[src/rtl/spike_rate_decoder_pkg.sv]
// Shared types and defaults for the spike-rate decoder: FSM state encoding,
// default geometry and an index-width helper.
package spike_rate_decoder_pkg;

    typedef enum logic [1:0] {
        ST_IDLE    = 2'd0,
        ST_COUNT   = 2'd1,
        ST_RESOLVE = 2'd2,
        ST_HOLD    = 2'd3
    } state_t;

    localparam int DEF_N_OUT    = 4;
    localparam int DEF_T_WINDOW = 250;
    localparam int DEF_CNT_W    = 8;

    // Width needed to index 'value' items; never below 1 so single-line
    // configurations still get a legal vector.
    function automatic int clog2(input int value);
        int w;
        w = 1;
        while ((1 << w) < value) begin
            w++;
        end
        return w;
    endfunction

endpackage

[src/rtl/spike_rate_decoder_counter.sv]
// Saturating per-line spike counter: clears on request, counts one per
// enabled cycle with inc high, and sticks at all-ones instead of wrapping.
module spike_counter
    import spike_rate_decoder_pkg::*;
#(
    parameter int CNT_W = DEF_CNT_W
) (
    input  logic             clk,
    input  logic             rst,
    input  logic             clear,
    input  logic             en,
    input  logic             inc,
    output logic [CNT_W-1:0] count
);

    localparam logic [CNT_W-1:0] CNT_MAX = '1;

    logic [CNT_W-1:0] count_reg;

    always_ff @(posedge clk) begin
        if (!rst) begin
            count_reg <= '0;
        end else if (clear) begin
            count_reg <= '0;
        end else if (en && inc && (count_reg != CNT_MAX)) begin
            count_reg <= count_reg + 1'b1;
        end
    end

    assign count = count_reg;

endmodule

[src/rtl/spike_rate_decoder.sv]
// Rate decoder: counts output-layer spikes over a fixed number of enabled
// cycles, then scans the counters one per cycle to find the most active line.
module spike_rate_decoder
    import spike_rate_decoder_pkg::*;
#(
    parameter int N_OUT    = DEF_N_OUT,
    parameter int T_WINDOW = DEF_T_WINDOW,
    parameter int CNT_W    = DEF_CNT_W
) (
    input  logic                      clk,
    input  logic                      rst,
    input  logic                      en,
    input  logic                      start,
    input  logic [N_OUT-1:0]          spikes,
    output logic                      busy,
    output logic                      valid,
    input  logic                      ready,
    output logic [clog2(N_OUT)-1:0]   winner,
    output logic [CNT_W-1:0]          winner_cnt,
    output logic                      tie,
    output logic                      no_spike
);

    localparam int IDX_W = clog2(N_OUT);
    localparam int TMR_W = clog2(T_WINDOW + 1);
    localparam logic [TMR_W-1:0] TMR_LAST = TMR_W'(T_WINDOW - 1);
    localparam logic [IDX_W-1:0] IDX_LAST = IDX_W'(N_OUT - 1);

    state_t state_reg, state_next;

    logic [TMR_W-1:0]            timer_reg;
    logic [IDX_W-1:0]            idx_reg;
    logic [N_OUT-1:0][CNT_W-1:0] counts;
    logic                        clear_cnt;
    logic                        sample_en;
    logic                        window_done;
    logic                        resolve_done;

    logic [IDX_W-1:0]            winner_reg;
    logic [CNT_W-1:0]            winner_cnt_reg;
    logic                        tie_reg;
    logic                        no_spike_reg;

    logic [CNT_W-1:0]            cur_cnt;
    logic [IDX_W-1:0]            step_idx;
    logic [CNT_W-1:0]            step_cnt;
    logic                        step_tie;

    assign window_done  = (timer_reg == TMR_LAST);
    assign resolve_done = (idx_reg == IDX_LAST);

    always_ff @(posedge clk) begin
        if (!rst) begin
            state_reg <= ST_IDLE;
        end else begin
            state_reg <= state_next;
        end
    end

    always_comb begin
        state_next = state_reg;
        clear_cnt  = 1'b0;
        sample_en  = 1'b0;
        case (state_reg)
            ST_IDLE: begin
                if (start) begin
                    clear_cnt  = 1'b1;
                    state_next = ST_COUNT;
                end
            end
            ST_COUNT: begin
                if (en) begin
                    sample_en = 1'b1;
                    if (window_done) begin
                        state_next = ST_RESOLVE;
                    end
                end
            end
            ST_RESOLVE: begin
                if (resolve_done) begin
                    state_next = ST_HOLD;
                end
            end
            ST_HOLD: begin
                if (ready) begin
                    state_next = ST_IDLE;
                end
            end
            default: state_next = ST_IDLE;
        endcase
    end

    // Timer counts enabled samples; the scan index is parked at 0 while counting.
    always_ff @(posedge clk) begin
        if (!rst) begin
            timer_reg <= '0;
            idx_reg   <= '0;
        end else begin
            if (clear_cnt) begin
                timer_reg <= '0;
            end else if (sample_en) begin
                timer_reg <= timer_reg + 1'b1;
            end
            if (state_reg == ST_COUNT) begin
                idx_reg <= '0;
            end else if (state_reg == ST_RESOLVE) begin
                idx_reg <= idx_reg + 1'b1;
            end
        end
    end

    generate
        for (genvar gi = 0; gi < N_OUT; gi++) begin : g_cnt
            spike_counter #(
                .CNT_W (CNT_W)
            ) u_cnt (
                .clk   (clk),
                .rst   (rst),
                .clear (clear_cnt),
                .en    (sample_en),
                .inc   (spikes[gi]),
                .count (counts[gi])
            );
        end
    endgenerate

    assign cur_cnt = counts[idx_reg];

    // One compare step: strictly greater takes over, equal keeps the lower index.
    always_comb begin
        step_idx = winner_reg;
        step_cnt = winner_cnt_reg;
        step_tie = tie_reg;
        if (idx_reg == '0) begin
            step_idx = '0;
            step_cnt = cur_cnt;
            step_tie = 1'b0;
        end else if (cur_cnt > winner_cnt_reg) begin
            step_idx = idx_reg;
            step_cnt = cur_cnt;
            step_tie = 1'b0;
        end else if (cur_cnt == winner_cnt_reg) begin
            step_tie = 1'b1;
        end
    end

    always_ff @(posedge clk) begin
        if (!rst) begin
            winner_reg     <= '0;
            winner_cnt_reg <= '0;
            tie_reg        <= 1'b0;
            no_spike_reg   <= 1'b0;
        end else if (state_reg == ST_RESOLVE) begin
            winner_reg     <= step_idx;
            winner_cnt_reg <= step_cnt;
            if (resolve_done) begin
                // A zero maximum means every line was silent; equal zeros are not a tie.
                tie_reg      <= step_tie && (step_cnt != '0);
                no_spike_reg <= (step_cnt == '0);
            end else begin
                tie_reg <= step_tie;
            end
        end
    end

    assign busy       = (state_reg == ST_COUNT) || (state_reg == ST_RESOLVE);
    assign valid      = (state_reg == ST_HOLD);
    assign winner     = winner_reg;
    assign winner_cnt = winner_cnt_reg;
    assign tie        = tie_reg;
    assign no_spike   = no_spike_reg;

endmodule
[config.mk]
export PLATFORM = sky130hd
export DESIGN_NAME = spike_rate_decoder
export DESIGN_NICKNAME = d
export VERILOG_FILES = /design/src/rtl/spike_rate_decoder_pkg.sv /design/src/rtl/spike_rate_decoder_counter.sv /design/src/rtl/spike_rate_decoder.sv
export SDC_FILE = /design/constraint.sdc
export NUM_CORES = 1
export LEC_CHECK = 0
export ABC_AREA = 0
export BUFFER_PORTS_ARGS = -buffer_cell sky130_fd_sc_hd__clkbuf_2
export CAP_MARGIN = 30
export CORE_ASPECT_RATIO = 0.8
export CORE_UTILIZATION = 46
export CTS_CLUSTER_SIZE = 12
export DETAILED_ROUTE_END_ITERATION = 12
export PLACE_DENSITY_LB_ADDON = 0.15
export SLEW_MARGIN = 20
export SYNTH_ARGS = -nofsm -noshare
export SYNTH_HDL_FRONTEND = slang
export SYNTH_SLANG_ARGS = --single-unit
[constraint.sdc]
create_clock -name clk -period 7.4 [get_ports clk]
set_input_delay 0.37 -clock clk [delete_from_list [all_inputs] [get_ports clk]]
set_output_delay 0.37 -clock clk [all_outputs]
set_load 0.02 [all_outputs]
### Yosys cells after proc, flatten, opt, wreduce, memory -nomap -nowiden

Index checks and enable logic that the tools add are counted.

* input port bits: 9
* register bits: 56
* word-level logic and storage cells: 75
* output and inout bits: 14

* add/subtract/negate cells: 6
* bitwise operators: 1
* magnitude comparators: 2
* mux-type cells: 20
* equality and inequality tests: 15
* reductions and logical operators: 20

Operators by type and width (number)
* adder 8 x 1 -> 8 bit (second input constant): 5
* inequality test 8 bit (second input constant): 4
* 2-to-1 mux 8 bit: 3
* binary-select mux 8 bit (select 2 bit): 1
* 2-to-1 mux 2 bit: 7
* logical AND 1 bit: 9
* equality test 8 bit: 1
* equality test 8 bit (second input constant): 1
* > comparator 8 bit: 1
* logical NOT 8 bit: 1
* 2-to-1 mux 1 bit: 8
* inequality test 2 bit (second input constant): 4
* case mux 2 bit (4 select lines): 1
* nonzero test 8 bit: 1
* equality test 2 bit (second input constant): 3
* AND reduction 5 bit: 1
* logical NOT 2 bit: 2
* AND reduction 2 bit: 2
* OR reduction 2 bit: 2
* < comparator 2 x 3 -> 1 bit (second input constant): 1
* adder 2 x 1 -> 2 bit (second input constant): 1
* equality test 2 x 1 -> 1 bit (second input constant): 1
* inequality test 2 x 1 -> 1 bit (second input constant): 1
* nonzero test 2 bit: 1
* 2 further kinds: 2

### Logic depth before layout (Yosys ltp)

Gate-level depths: netlist of the first run.

* word-level depth: 8
* mapped depth: 11
* mapped depth without buffers: 9

### Modules after synthesis

From an unflattened synthesis of the first run, not the netlist that was laid out.

* cells, all modules: 353
* area total of the unflattened synthesis: 3429.5 sq um

Modules (own cells, without submodules)
* spike_counter: area an instance 467.9 sq um, times used 4, cells an instance 47, sequential area each 160.2 sq um
* spike_rate_decoder: area an instance 1557.7 sq um, times used 1, cells an instance 165, sequential area each 480.5 sq um

### Least setup slack after synthesis of the first run

OpenSTA, ideal clock, no wires.

* path type: reg2reg
* start: register idx_reg[1]
* end: register winner_reg[1] (netlist: winner[1])
* buffers on the path: 2
* library setup time: 0.116 ns
* setup slack: 4.812 ns
* required time: 7.284 ns
* data arrival time: 2.472 ns
* period minus slack after synthesis: 2.588 ns
* cell stages (with the launch flop): 11
* path through: dfxtp_1 -> buf_6 -> mux4_1 -> ha_1 -> nor2b_1 -> o211ai_1 -> a21o_1 -> a31oi_1 -> buf_2 -> mux2i_1 -> nor2b_1

* word-level cells in the longest chain between the ends: 5
* elaborated cells between the ends (all ways): 8
* classes of those cells: order compare: 1; mux: 4; reduce/logical: 3

RTL lines
* from (decl): RTL line spike_rate_decoder.sv:32 `logic [IDX_W-1:0] idx_reg;`
* from (signal assigned): RTL line spike_rate_decoder.sv:107 `idx_reg <= idx_reg + 1'b1;`
* binary-select mux 8 bit (select 2 bit): RTL line spike_rate_decoder.sv:127 `assign cur_cnt = counts[idx_reg];`
* 2-to-1 mux 8 bit (implied by the code): RTL line spike_rate_decoder.sv:127
* > comparator 8 bit: RTL line spike_rate_decoder.sv:138 `end else if (cur_cnt > winner_cnt_reg) begin`
* nonzero test 2 bit (no line)
* AND reduction 2 bit (no line)
* to (signal assigned): RTL line spike_rate_decoder.sv:154 `winner_reg <= step_idx;`
* to (decl): RTL line spike_rate_decoder.sv:39 `logic [IDX_W-1:0] winner_reg;`

Parallel ways exist; a longest one is shown, timed or not. The select of a mux whose other input is x is not followed.
A chain may end at the register's enable or synchronous reset.

### Final worst setup path of the first run

* start: register idx_reg[1]
* end: register winner_cnt_reg[0] (netlist: winner_cnt[0])

* word-level cells in the longest chain between the ends: 5
* elaborated cells between the ends (all ways): 6
* classes of those cells: order compare: 1; mux: 4; reduce/logical: 1

RTL lines
* binary-select mux 8 bit (select 2 bit): RTL line spike_rate_decoder.sv:127
* 2-to-1 mux 8 bit (implied by the code): RTL line spike_rate_decoder.sv:127
* > comparator 8 bit: RTL line spike_rate_decoder.sv:138
* 2-to-1 mux 8 bit: RTL line spike_rate_decoder.sv:138
* 2-to-1 mux 8 bit *: RTL line spike_rate_decoder.sv:134 `if (idx_reg == '0) begin`
* to (signal assigned): RTL line spike_rate_decoder.sv:155 `winner_cnt_reg <= step_cnt;`
* to (decl): RTL line spike_rate_decoder.sv:40 `logic [CNT_W-1:0] winner_cnt_reg;`

Every way passes the cells marked *; elsewhere a longest branch is shown, timed or not. The select of a mux whose other input is x is not followed.

==> results of run 1 <==
## layout by cell type (no fill, tap or decap), types with 13 or more instances in the layout
cell type	instances
clkbuf_2	22
ha_1	21
inv_1	21
nor2_1	43
a21oi_1	13
dfxtp_1	56
xor2_1	16
nand3_1	13
mux2i_1	15
nand2_1	16
## final cells by class
cell class	count	area, µm²
Clock buffer	6	72.6
Clock inverter	1	5.00
Fill cell	591	2860
Inverter	21	78.8
Multi-Input combinational cell	231	1710
Sequential cell	56	1120
Tap cell	81	101
Timing Repair Buffer	24	125
## logic make-up (layout without fill, tap and decap cells)
logic type | Yosys count | after routing | synth area share
AND/OR/NAND/NOR | 121 | 121 | 0.203
flip-flops | 56 | 56 | 0.379
AO/OA/AOI/OAI | 38 | 38 | 0.0883
buffers and inverters | 31 | 52 | 0.0440
XOR/XNOR | 28 | 28 | 0.0828
multiplexers | 23 | 23 | 0.114
adder cells (fa/ha/maj) | 21 | 21 | 0.0888
## metrics by stage
step                std cells  area [µm²]  power [mW]  setup slack (ns)
finish                    420        3210       0.654              4.04
detailed placement        413        3140       0.504              4.01
floorplan                 318        2960       0.469              4.81
global route              420        3210       0.695              3.75
global placement          413        3140       0.504              4.10
CTS                       420        3210       0.663              4.00
## worst max-delay path, delay by kind of cell, from the launching register on
kind / cells / cell delay, ns
flops: 1 / 0.68
fa+ha+maj: 1 / 0.32
simple gates: 2 / 0.18
mux: 2 / 0.89
compound gates: 3 / 0.91
buf+inv: 1 / 0.28
## power by group through the flow
stage	Sequential [mW]	Clock (mW)	Combinational (mW)
6_report	0.334	0.157	0.163
5_1_grt	0.336	0.177	0.182
4_1_cts	0.334	0.165	0.164
3_5_place_dp	0.341	0	0.163
3_3_place_gp	0.340	0	0.163
2_1_floorplan	0.334	0	0.135
## routing by layer
metal  GRT usage  routed length [µm]  up-vias
met4      0.0573                  44        0
met3      0.0383                 255        2
met1       0.282                3210     1066
met5           0                   0        -
li1            -                   -     1152
met2       0.267                2420       43
## path summary, 6_finish.rpt
path                              to  slack [ns]  depth (start not counted)
max                    winner_cnt[0]        4.04                          9
min          g_cnt[0].u_cnt.count[1]        0.45                          4
max reg2reg            winner_cnt[0]        4.04                          9
min reg2reg                winner[0]        0.49                          2
==> reports/metrics.yaml, run 1 <==
outcome:
  status: "finished, final reports clean"
sta:
  slew_viol_final: 0
  finalHoldViolations: 0
  min_period_ns: 3.36
  clock.fmax_mhz: 297
  setup_violations: 0
  fin_worst_skew_ns: 0.00846
  min_period_over_period: 0.455
  relSlewSlack: 0.485
  tightest_slew_ns: 0.769
  tns_ns: 0
  rsz0062_at_grt: "no"
  whs_ns: 0.450
setup_path:
  cp_max_fo: 11
  start_kind: "register"
  cp_data_required_time_ns: 7.59
  slowest_stage: "mux4_1"
  cpMostUsedCell: "nor2b_1"
  r2r-start: "idx_reg[1]"
  worst_path_largest_cell_delay_ns: 0.69
  arrival_ns: 3.56
  criticalPathCategory: "register to register"
  startpoint: "idx_reg[1]"
  worstPathCellList: "mux4_1, ha_1, nor2b_1, o211ai_1, a21o_1, a31oi_1, buf_4, mux2i_1, nor2b_1"
  cp-end-kind: "register"
synthesis:
  ys.flop_type: "dfxtp_1"
  synth_edf_count: 0
  syn_area_um2: 2960
  synth_fp_nets: 348
  ys_warn_count: 0
  synth_largest_area_cell: "dfxtp_1"
  synthArstFlopShare: 0
  yosys.cell_types.count: 40
  synth_cells: 318
  synth_area_per_cell_um2: 9.31
  synth_top_area_share: 0.379
  ys_ff_latch: 56
  ys_top_cells_by_count: "dfxtp_1, nor2_1, ha_1, inv_1"
  yosys-top-cells-area: "dfxtp_1, ha_1, nor2_1"
  yosysSeqAreaShare: 0.379
  synth_most_common_cell: "dfxtp_1"
global_routing:
  grt_util_all_layers: 0.188
  antenna_found_initial: 0
  grt_pass1_vias: 2004
  grt_max_degree: 41
  grt_pass1_wl_um: 9870
  gr-total-overflow: 0
clock_network:
  post_cts_buffers: 0
  cts_buffers: 5
  clock-sinks: 56
  cts_max_path_buffers: 2
  cts-root-buf: "clkbuf_8"
  clk_pin_slew_ns: 0.10
  cts_resized: 0
  clk_latency_ns: 0.30
  cts_tree: "built"
  postCtsHoldBufs: 0
  htreeDepth: 2
flow_run:
  cap_viol_max_count: 0
drt:
  viasPerCell: 5.39
  vias: 2263
  routedWlPerCell_um: 14.1
  postRouteAntennaNets: 0
  drc: 0
  wl_um: 5920
  first_pass_iters: 4
  drt_iter0_markers: 160
final_layout:
  largest_reg_flops: 32
  drive_above_1_share: 0.115
  areaGrowthSynthToFinish_pct: 8.54
  num_antenna_cells: 0
  fin_nets: 369
  fin_util: 0.529
floorplan:
  rows: 25
  fp.dieH_um: 73.8
  dieArea_um2: 6760
  io_pins: 23
  core-area_um2: 6070
  die_w_um: 91.7
  start_util: 0.488
min_path:
  hold_start: "spikes[0]"
  hold_class: "input port to register"
pwr:
  power_frac_comb: 0.249
  clkPwrFrac: 0.240
  vdd_drop_max_uv: 110
  power.switching_uw: 209
  p_leak_nw: 1.21
  p_int_uw: 445
  powerDensity_nw_per_um2: 203
  power.share.switching: 0.319
  p_seq_frac: 0.510
placed_design:
  dp_hpwl_um: 4450
  portBuffers: 22
  finalWeightedCongestion: 0.796
Power figures use the tool's default switching activity.
==> inputs of run 2 (changes only) <==
--- a/config.mk
+++ b/config.mk
@@ -5,7 +5,7 @@
 export SDC_FILE = /design/constraint.sdc
 export NUM_CORES = 1
 export LEC_CHECK = 0
-export ABC_AREA = 0
+export ABC_AREA = 1
 export BUFFER_PORTS_ARGS = -buffer_cell sky130_fd_sc_hd__clkbuf_2
 export CAP_MARGIN = 30
 export CORE_ASPECT_RATIO = 0.8
==> constraint.sdc (replaced) <==
create_clock -name clk -period 3.02 [get_ports clk]
set_input_delay 0.151 -clock clk [delete_from_list [all_inputs] [get_ports clk]]
set_output_delay 0.151 -clock clk [all_outputs]
set_load 0.02 [all_outputs]
==> run 2 against run 1 <==
  * Combinational power rose to 6.5 times the previous value
  * Wire length up 19%
  * Fmax up 42%
  * Largest cell class unchanged
==> reports/metrics.yaml, run 2 <==
floorplan:
  dieArea_um2: 7470  # +11%
  start_util: 0.476  # -0.0120
  fp.dieH_um: 77.5  # +5.1%
  core-area_um2: 6890  # +14%
  rows: 27  # +8.0%
  io_pins: 23  # unchanged
  die_w_um: 96.4  # +5.1%
final_layout:
  final_common_cell: "nand2_1"
  layout_common_cells: "nand2_1, inv_1, dfxtp_1, a21oi_1, o21ai_0"
  fin_nets: 523  # +42%
  nFillCells: 690  # +17%
  drive_above_1_share: 0.116  # +0.000574
  areaGrowthSynthToFinish_pct: 7.59
  finalInstanceArea_um2: 3530  # +9.8%
  largest_reg_flops: 32  # unchanged
  num_antenna_cells: 0  # unchanged
sta:
  tns_ns: 0  # unchanged
  rsz0062_at_grt: "no"
  whs_ns: 0.223  # -0.227 ns
  min_period_over_period: 0.784  # +0.330
  fin_worst_skew_ns: 0.00689  # -0.00157 ns
  worst_slack_ns: 0.651  # -3.38 ns
  relSlewSlack: 0.748  # +0.263
  tightest_slew_ns: 0.377  # -0.392 ns
  slew_viol_final: 0  # unchanged
  clock.fmax_mhz: 422  # +42%
  setup_violations: 0  # unchanged
  finalHoldViolations: 0  # unchanged
  min_period_ns: 2.37  # -0.995 ns
clock_network:
  postCtsHoldBufs: 0  # unchanged
  clk_pin_slew_ns: 0.10  # about the same
  cts_resized: 0  # unchanged
  cts_buffers: 5  # unchanged
  clk_latency_ns: 0.31  # about the same
  htreeDepth: 2  # unchanged
  cts-root-buf: "clkbuf_8"
  clock-sinks: 56  # unchanged
  post_cts_buffers: 0  # unchanged
  cts_tree: "built"
  cts_max_path_buffers: 2  # unchanged
synthesis:
  ys_top_cells_by_count: "nand2_1, inv_1, dfxtp_1"
  ys_warn_count: 0  # unchanged
  synth_edf_count: 0  # unchanged
  synth_top_area_share: 0.342  # -0.0368
  synth_largest_area_cell: "dfxtp_1"
  synth_cells: 471  # +48%
  syn_area_um2: 3280  # +11%
  ys.flop_type: "dfxtp_1"
  synth_area_per_cell_um2: 6.96  # -25%
  yosys.cell_types.count: 40  # unchanged
  yosys-top-cells-area: "dfxtp_1, nand2_1, ha_1"
  synth_fp_nets: 501  # +44%
  yosysSeqAreaShare: 0.342  # -0.0368
  synthArstFlopShare: 0  # unchanged
  ys_ff_latch: 56  # unchanged
  synth_most_common_cell: "nand2_1"
drt:
  viasPerCell: 5.05  # -6.3%
  postRouteAntennaNets: 0  # unchanged
  wl_um: 7050  # +19%
  first_pass_iters: 4  # unchanged
  routedWlPerCell_um: 12.2  # -14%
  drc: 0  # unchanged
  vias: 2928  # +29%
  drt_iter0_markers: 168  # +5.0%
placed_design:
  dpl_cell_area_um2: 3450  # +10%
  pre_cts_ws_ns: 0.692  # -3.32 ns
  portBuffers: 22  # unchanged
  dp_hpwl_um: 5320  # +20%
  finalWeightedCongestion: 0.792  # -0.55%
global_routing:
  antenna_found_initial: 0  # unchanged
  grt_pass1_vias: 2654  # +32%
  gr-total-overflow: 0  # unchanged
  grt_max_degree: 24  # -41%
  grt_pass1_wl_um: 12000  # +22%
  grt_util_all_layers: 0.205  # +0.0178
outcome:
  status: "finished, final reports clean"
setup_path:
  r2r_cells: 15  # +6
  cp-end-kind: "register"
  r2r-start: "idx_reg[0]"
  rrSetupSlack_ns: 0.65  # -3.38 ns
  cp_data_required_time_ns: 3.23  # -4.36 ns
  startpoint: "idx_reg[0]"
  criticalPathCategory: "register to register"
  start_kind: "register"
  regToRegEndpoint: "winner_cnt[5]"
  arrival_ns: 2.58  # -0.98 ns
  cp_max_fo: 18  # +7
pwr:
  p_int_mw: 1.34  # +200%
  vdd_drop_max_uv: 309  # +180%
  power_frac_comb: 0.447  # +0.198
  power.share.switching: 0.435  # +0.116
  p_seq_frac: 0.386  # -0.124
  p_leak_nw: 1.59  # +31%
  power.switching_mw: 1.03  # +390%
  clkPwrFrac: 0.167  # -0.073
  powerDensity_nw_per_um2: 673  # +230%
  power.total_mw: 2.37  # +260%
flow_run:
  cap_viol_max_count: 0  # unchanged
min_path:
  hold-path-cell-count: 4  # unchanged
  hold_start: "spikes[1]"
  hold_class: "input port to register"
  hold_end: "g_cnt[1].u_cnt.count[6]"
-- run 2: layout make-up --
| class | count | area (µm²) | share of cell area |
|---|---|---|---|
| multi-input cells | 329 | 1790 | 0.509 |
| clock buffers | 6 | 72.6 | 0.0206 |
| clock inverters | 1 | 5.00 | 0.00142 |
| well taps | 87 | 109 | 0.0309 |
| flip-flops and latches | 56 | 1120 | 0.318 |
| inverters | 77 | 302 | 0.0855 |
| repair buffers | 24 | 125 | 0.0355 |
-- run 2: power by group through the flow --
stage / Clock [mW] / Sequential (mW) / Combinational [mW]
after global routing: 0.444 / 0.929 / 1.25
after floorplan: 0 / 0.954 / 0.812
final: 0.396 / 0.917 / 1.06
after CTS: 0.412 / 0.918 / 1.07
after detailed placement: 0 / 0.935 / 1.06
after global placement: 0 / 0.933 / 1.04
-- run 2: worst max path at each step --
stage | endpoint | slack [ns] | depth (start not counted)
global placement | winner_cnt[1] | 0.74 | 15
detailed placement | winner_cnt[5] | 0.69 | 15
finish | winner_cnt[5] | 0.65 | 15
global route | winner_cnt[2] | 0.37 | 18
CTS | winner_cnt[5] | 0.65 | 15
floorplan | winner[1] | 0.93 | 19
-- run 2: cell families after synthesis --
family          after synthesis  share of synthesized area
simple gates                214                      0.305
xor+xnor                     11                     0.0294
fa+ha+maj                    21                     0.0801
compound gates               83                      0.133
flops                        56                      0.342
buf+inv                      86                      0.111
-- run 2: routing by layer --
| metal | part of all wire | GRT usage | vias up |
|---|---|---|---|
| met3 | 0.044 | 0.0392 | 7 |
| met1 | 0.52 | 0.289 | 1300 |
| met5 | 0 | 0 | - |
| li1 | - | - | 1563 |
| met4 | 0.013 | 0.0647 | 0 |
| met2 | 0.42 | 0.315 | 58 |
-- run 2: metrics by stage --
stage	std cells	util
6_report	580	0.512
5_1_grt	580	0.512
4_1_cts	580	0.512
3_5_place_dp	573	0.501
3_3_place_gp	573	0.501
2_1_floorplan	471	-
-- run 2: critical path: stages, from the launching register on --
cell and delay [ns]:
dfxtp_1 0.48, buf_4 0.25, nand2_1 0.08, nand3_1 0.10
nand2_1 0.11, inv_1 0.08, ha_1 0.24, a21o_1 0.18
nor2_1 0.12, nand2_1 0.06, nand2_1 0.07, nand2_1 0.09
nand2_2 0.11, inv_4 0.09, o21ai_0 0.17, a21oi_1 0.06
==> inputs of run 3 (changes only) <==
--- a/config.mk
+++ b/config.mk
@@ -5,7 +5,7 @@
 export SDC_FILE = /design/constraint.sdc
 export NUM_CORES = 1
 export LEC_CHECK = 0
-export ABC_AREA = 1
+export ABC_AREA = 0
 export BUFFER_PORTS_ARGS = -buffer_cell sky130_fd_sc_hd__clkbuf_2
 export CAP_MARGIN = 30
 export CORE_ASPECT_RATIO = 0.8
==> constraint.sdc (replaced) <==
create_clock -name clk -period 2.1 [get_ports clk]
set_input_delay 0.105 -clock clk [delete_from_list [all_inputs] [get_ports clk]]
set_output_delay 0.105 -clock clk [all_outputs]
set_load 0.02 [all_outputs]
==> run 3 against run 2 <==
  * The flow now finishes with violations (setup timing)
  * Critical path depth decreased by 7
  * Flip-flop and latch count unchanged
  * Sequential power increased by 26%
  * Register-to-register slack got worse by 1.0 ns
  * Utilization increased by 9.6 points
  * Worst setup slack got worse by 1.0 ns
  * Critical endpoint is now no_spike
  * Largest cell class unchanged
  * Largest power group is now registers
  * Highest routed layer unchanged
==> reports/metrics.yaml, run 3 (synthesis gave the netlist of run 1 again) <==
floorplan:
  core-area_um2: 6070  # -12%
  start_util: 0.488  # +0.0120
  dieArea_um2: 6760  # -9.5%
  die_w_um: 91.7  # -4.9%
  fp.dieH_um: 73.8  # -4.9%
  io_pins: 23  # unchanged
  rows: 25  # -7.4%
outcome:
  status: "complete, but fails checks"
  violations: "setup timing"
sta:
  slew_viol_final: 0  # unchanged
  worst_slack_ns: -0.355  # -1.01 ns
  fin_worst_skew_ns: 0.00511  # -0.00179 ns
  relSlewSlack: 0.712  # -0.0364
  finalHoldViolations: 0  # unchanged
  whs_ns: 0.178  # -0.0447 ns
  tns_ns: -4.05  # -4.05 ns
  min_period_over_period: 1.17  # +0.385
  clock.fmax_mhz: 407  # -3.5%
  rsz0062_at_grt: "yes"
  setup_violations: 12  # +12
  min_period_ns: 2.45  # +0.0859 ns
  tightest_slew_ns: 0.432  # +0.0550 ns
setup_path:
  cp-end-kind: "register"
  start_kind: "register"
  arrival_ns: 2.66  # +0.08 ns
  worstPathCellList: "buf_4, mux4_2, ha_4, nand4_1, nor2_1, a21oi_2, o211a_1, o311a_1"
  slowest_stage: "mux4_2"
  cp_data_required_time_ns: 2.31  # -0.92 ns
  cp_max_fo: 8  # -10
  criticalPathCategory: "register to register"
  worst-path-buf-inv: 1  # -2
  crit_family: "compound AO/OA/AOI/OAI gates"
  worst_path_largest_cell_delay_ns: 0.54  # +0.06 ns
drt:
  routedWlPerCell_um: 13.9  # +15%
  vias: 2412  # -18%
  drc: 0  # unchanged
  first_pass_iters: 4  # unchanged
  wl_um: 6530  # -7.3%
  drt_iter0_markers: 103  # -39%
  viasPerCell: 5.14  # +1.9%
  postRouteAntennaNets: 0  # unchanged
global_routing:
  grt_max_degree: 41  # +71%
  grt_pass1_wl_um: 11000  # -8.6%
  grt_pass1_vias: 2219  # -16%
  antenna_found_initial: 0  # unchanged
  gr-total-overflow: 0  # unchanged
  grt_util_all_layers: 0.212  # +0.00642
clock_network:
  cts_tree: "built"
  cts_max_path_buffers: 2  # unchanged
  clock-sinks: 56  # unchanged
  clk_latency_ns: 0.32  # about the same
  clk_pin_slew_ns: 0.10  # about the same
  postCtsHoldBufs: 0  # unchanged
  cts-root-buf: "clkbuf_8"
  cts_buffers: 5  # unchanged
  htreeDepth: 2  # unchanged
pwr:
  powerDensity_nw_per_um2: 670  # -0.42%
  vdd_drop_max_uv: 372  # +20%
  power.total_mw: 2.47  # +4.2%
  p_leak_nw: 1.45  # -8.4%
final_layout:
  drive_above_1_share: 0.271  # +0.155
  largest_reg_flops: 32  # unchanged
  num_antenna_cells: 0  # unchanged
  regArea_um2: 1120  # +0.33%
  nFillCells: 545  # -21%
  layout_common_cells: "dfxtp_1, buf_4, nor2_1, clkbuf_2, inv_1"
  areaGrowthSynthToFinish_pct: 24.7
  multi_input_area_um2: 1810  # +0.77%
  final_common_cell: "dfxtp_1"
  fin_nets: 417  # -20%
flow_run:
  cap_viol_max_count: 0  # unchanged
placed_design:
  dp_hpwl_um: 4930  # -7.4%
  finalWeightedCongestion: 0.822  # +3.8%
  portBuffers: 22  # unchanged
min_path:
  hold_class: "input port to register"
## run 3: cell count changes in the layout (fill, tap and decap cells not counted), moves of 11 or more
cell	previous run	this run
o21ai_0	33	10
a21oi_1	41	11
nand2_1	123	16
buf_4	2	48
inv_1	65	21
mux2i_1	0	15
nor2_1	26	42
nor2b_1	0	11
nand3_1	28	13
## run 3: stage by stage
stage	std cells	setup slack, ns	util	instance area, µm²
floorplan	318	-0.311	-	3020
global placement	460	-0.354	0.583	3540
detailed placement	460	-0.397	0.583	3540
CTS	469	-0.341	0.601	3650
global route	469	-0.470	0.608	3690
finish	469	-0.355	0.608	3690
## run 3: power breakdown
group | internal (mW) | switching, mW | total (mW)
registers | 1.11 | 0.0546 | 1.16
clock network | 0.239 | 0.354 | 0.594
logic | 0.322 | 0.397 | 0.718
## run 3: final timing paths
| check | start | endpoint | slack, ns | cells after the start |
|---|---|---|---|---|
| worst max-delay path | idx_reg[1] | no_spike | -0.35 | 8 |
| worst min-delay path | rst | state_reg[0] | 0.18 | 3 |
| worst max register to register | idx_reg[1] | no_spike | -0.35 | 8 |
| worst min register to register | winner[0] | winner[0] | 0.49 | 2 |
## run 3: layer usage
layer  track usage  up-vias  wire (µm)
li1              -     1252          -
met1         0.306     1124       3360
met2         0.317       31       2870
met3        0.0342        5        231
met4        0.0833        0         68
met5             0        -          0
## run 3: tightest hold or removal path: stages
cell and delay [ns]:
clkbuf_2 0.20, o31ai_1 0.11, nor2_1 0.04
## run 3: final cells by class
cell class | instances | area share
clock buffers | 7 | 0.0207
repair buffers | 72 | 0.134
inverters | 21 | 0.0214
clock inverters | 1 | 0.00237
flip-flops and latches | 56 | 0.305
well taps | 81 | 0.0275
multi-input cells | 231 | 0.490
## run 3: what timing repair did
item / in CTS / in global routing
buffers inserted: 1 / 0
cloned: 0 / 0
pin swaps: 6 / 0
setup endpoints to repair: 12 / 17
gates resized for setup: 2 / 8
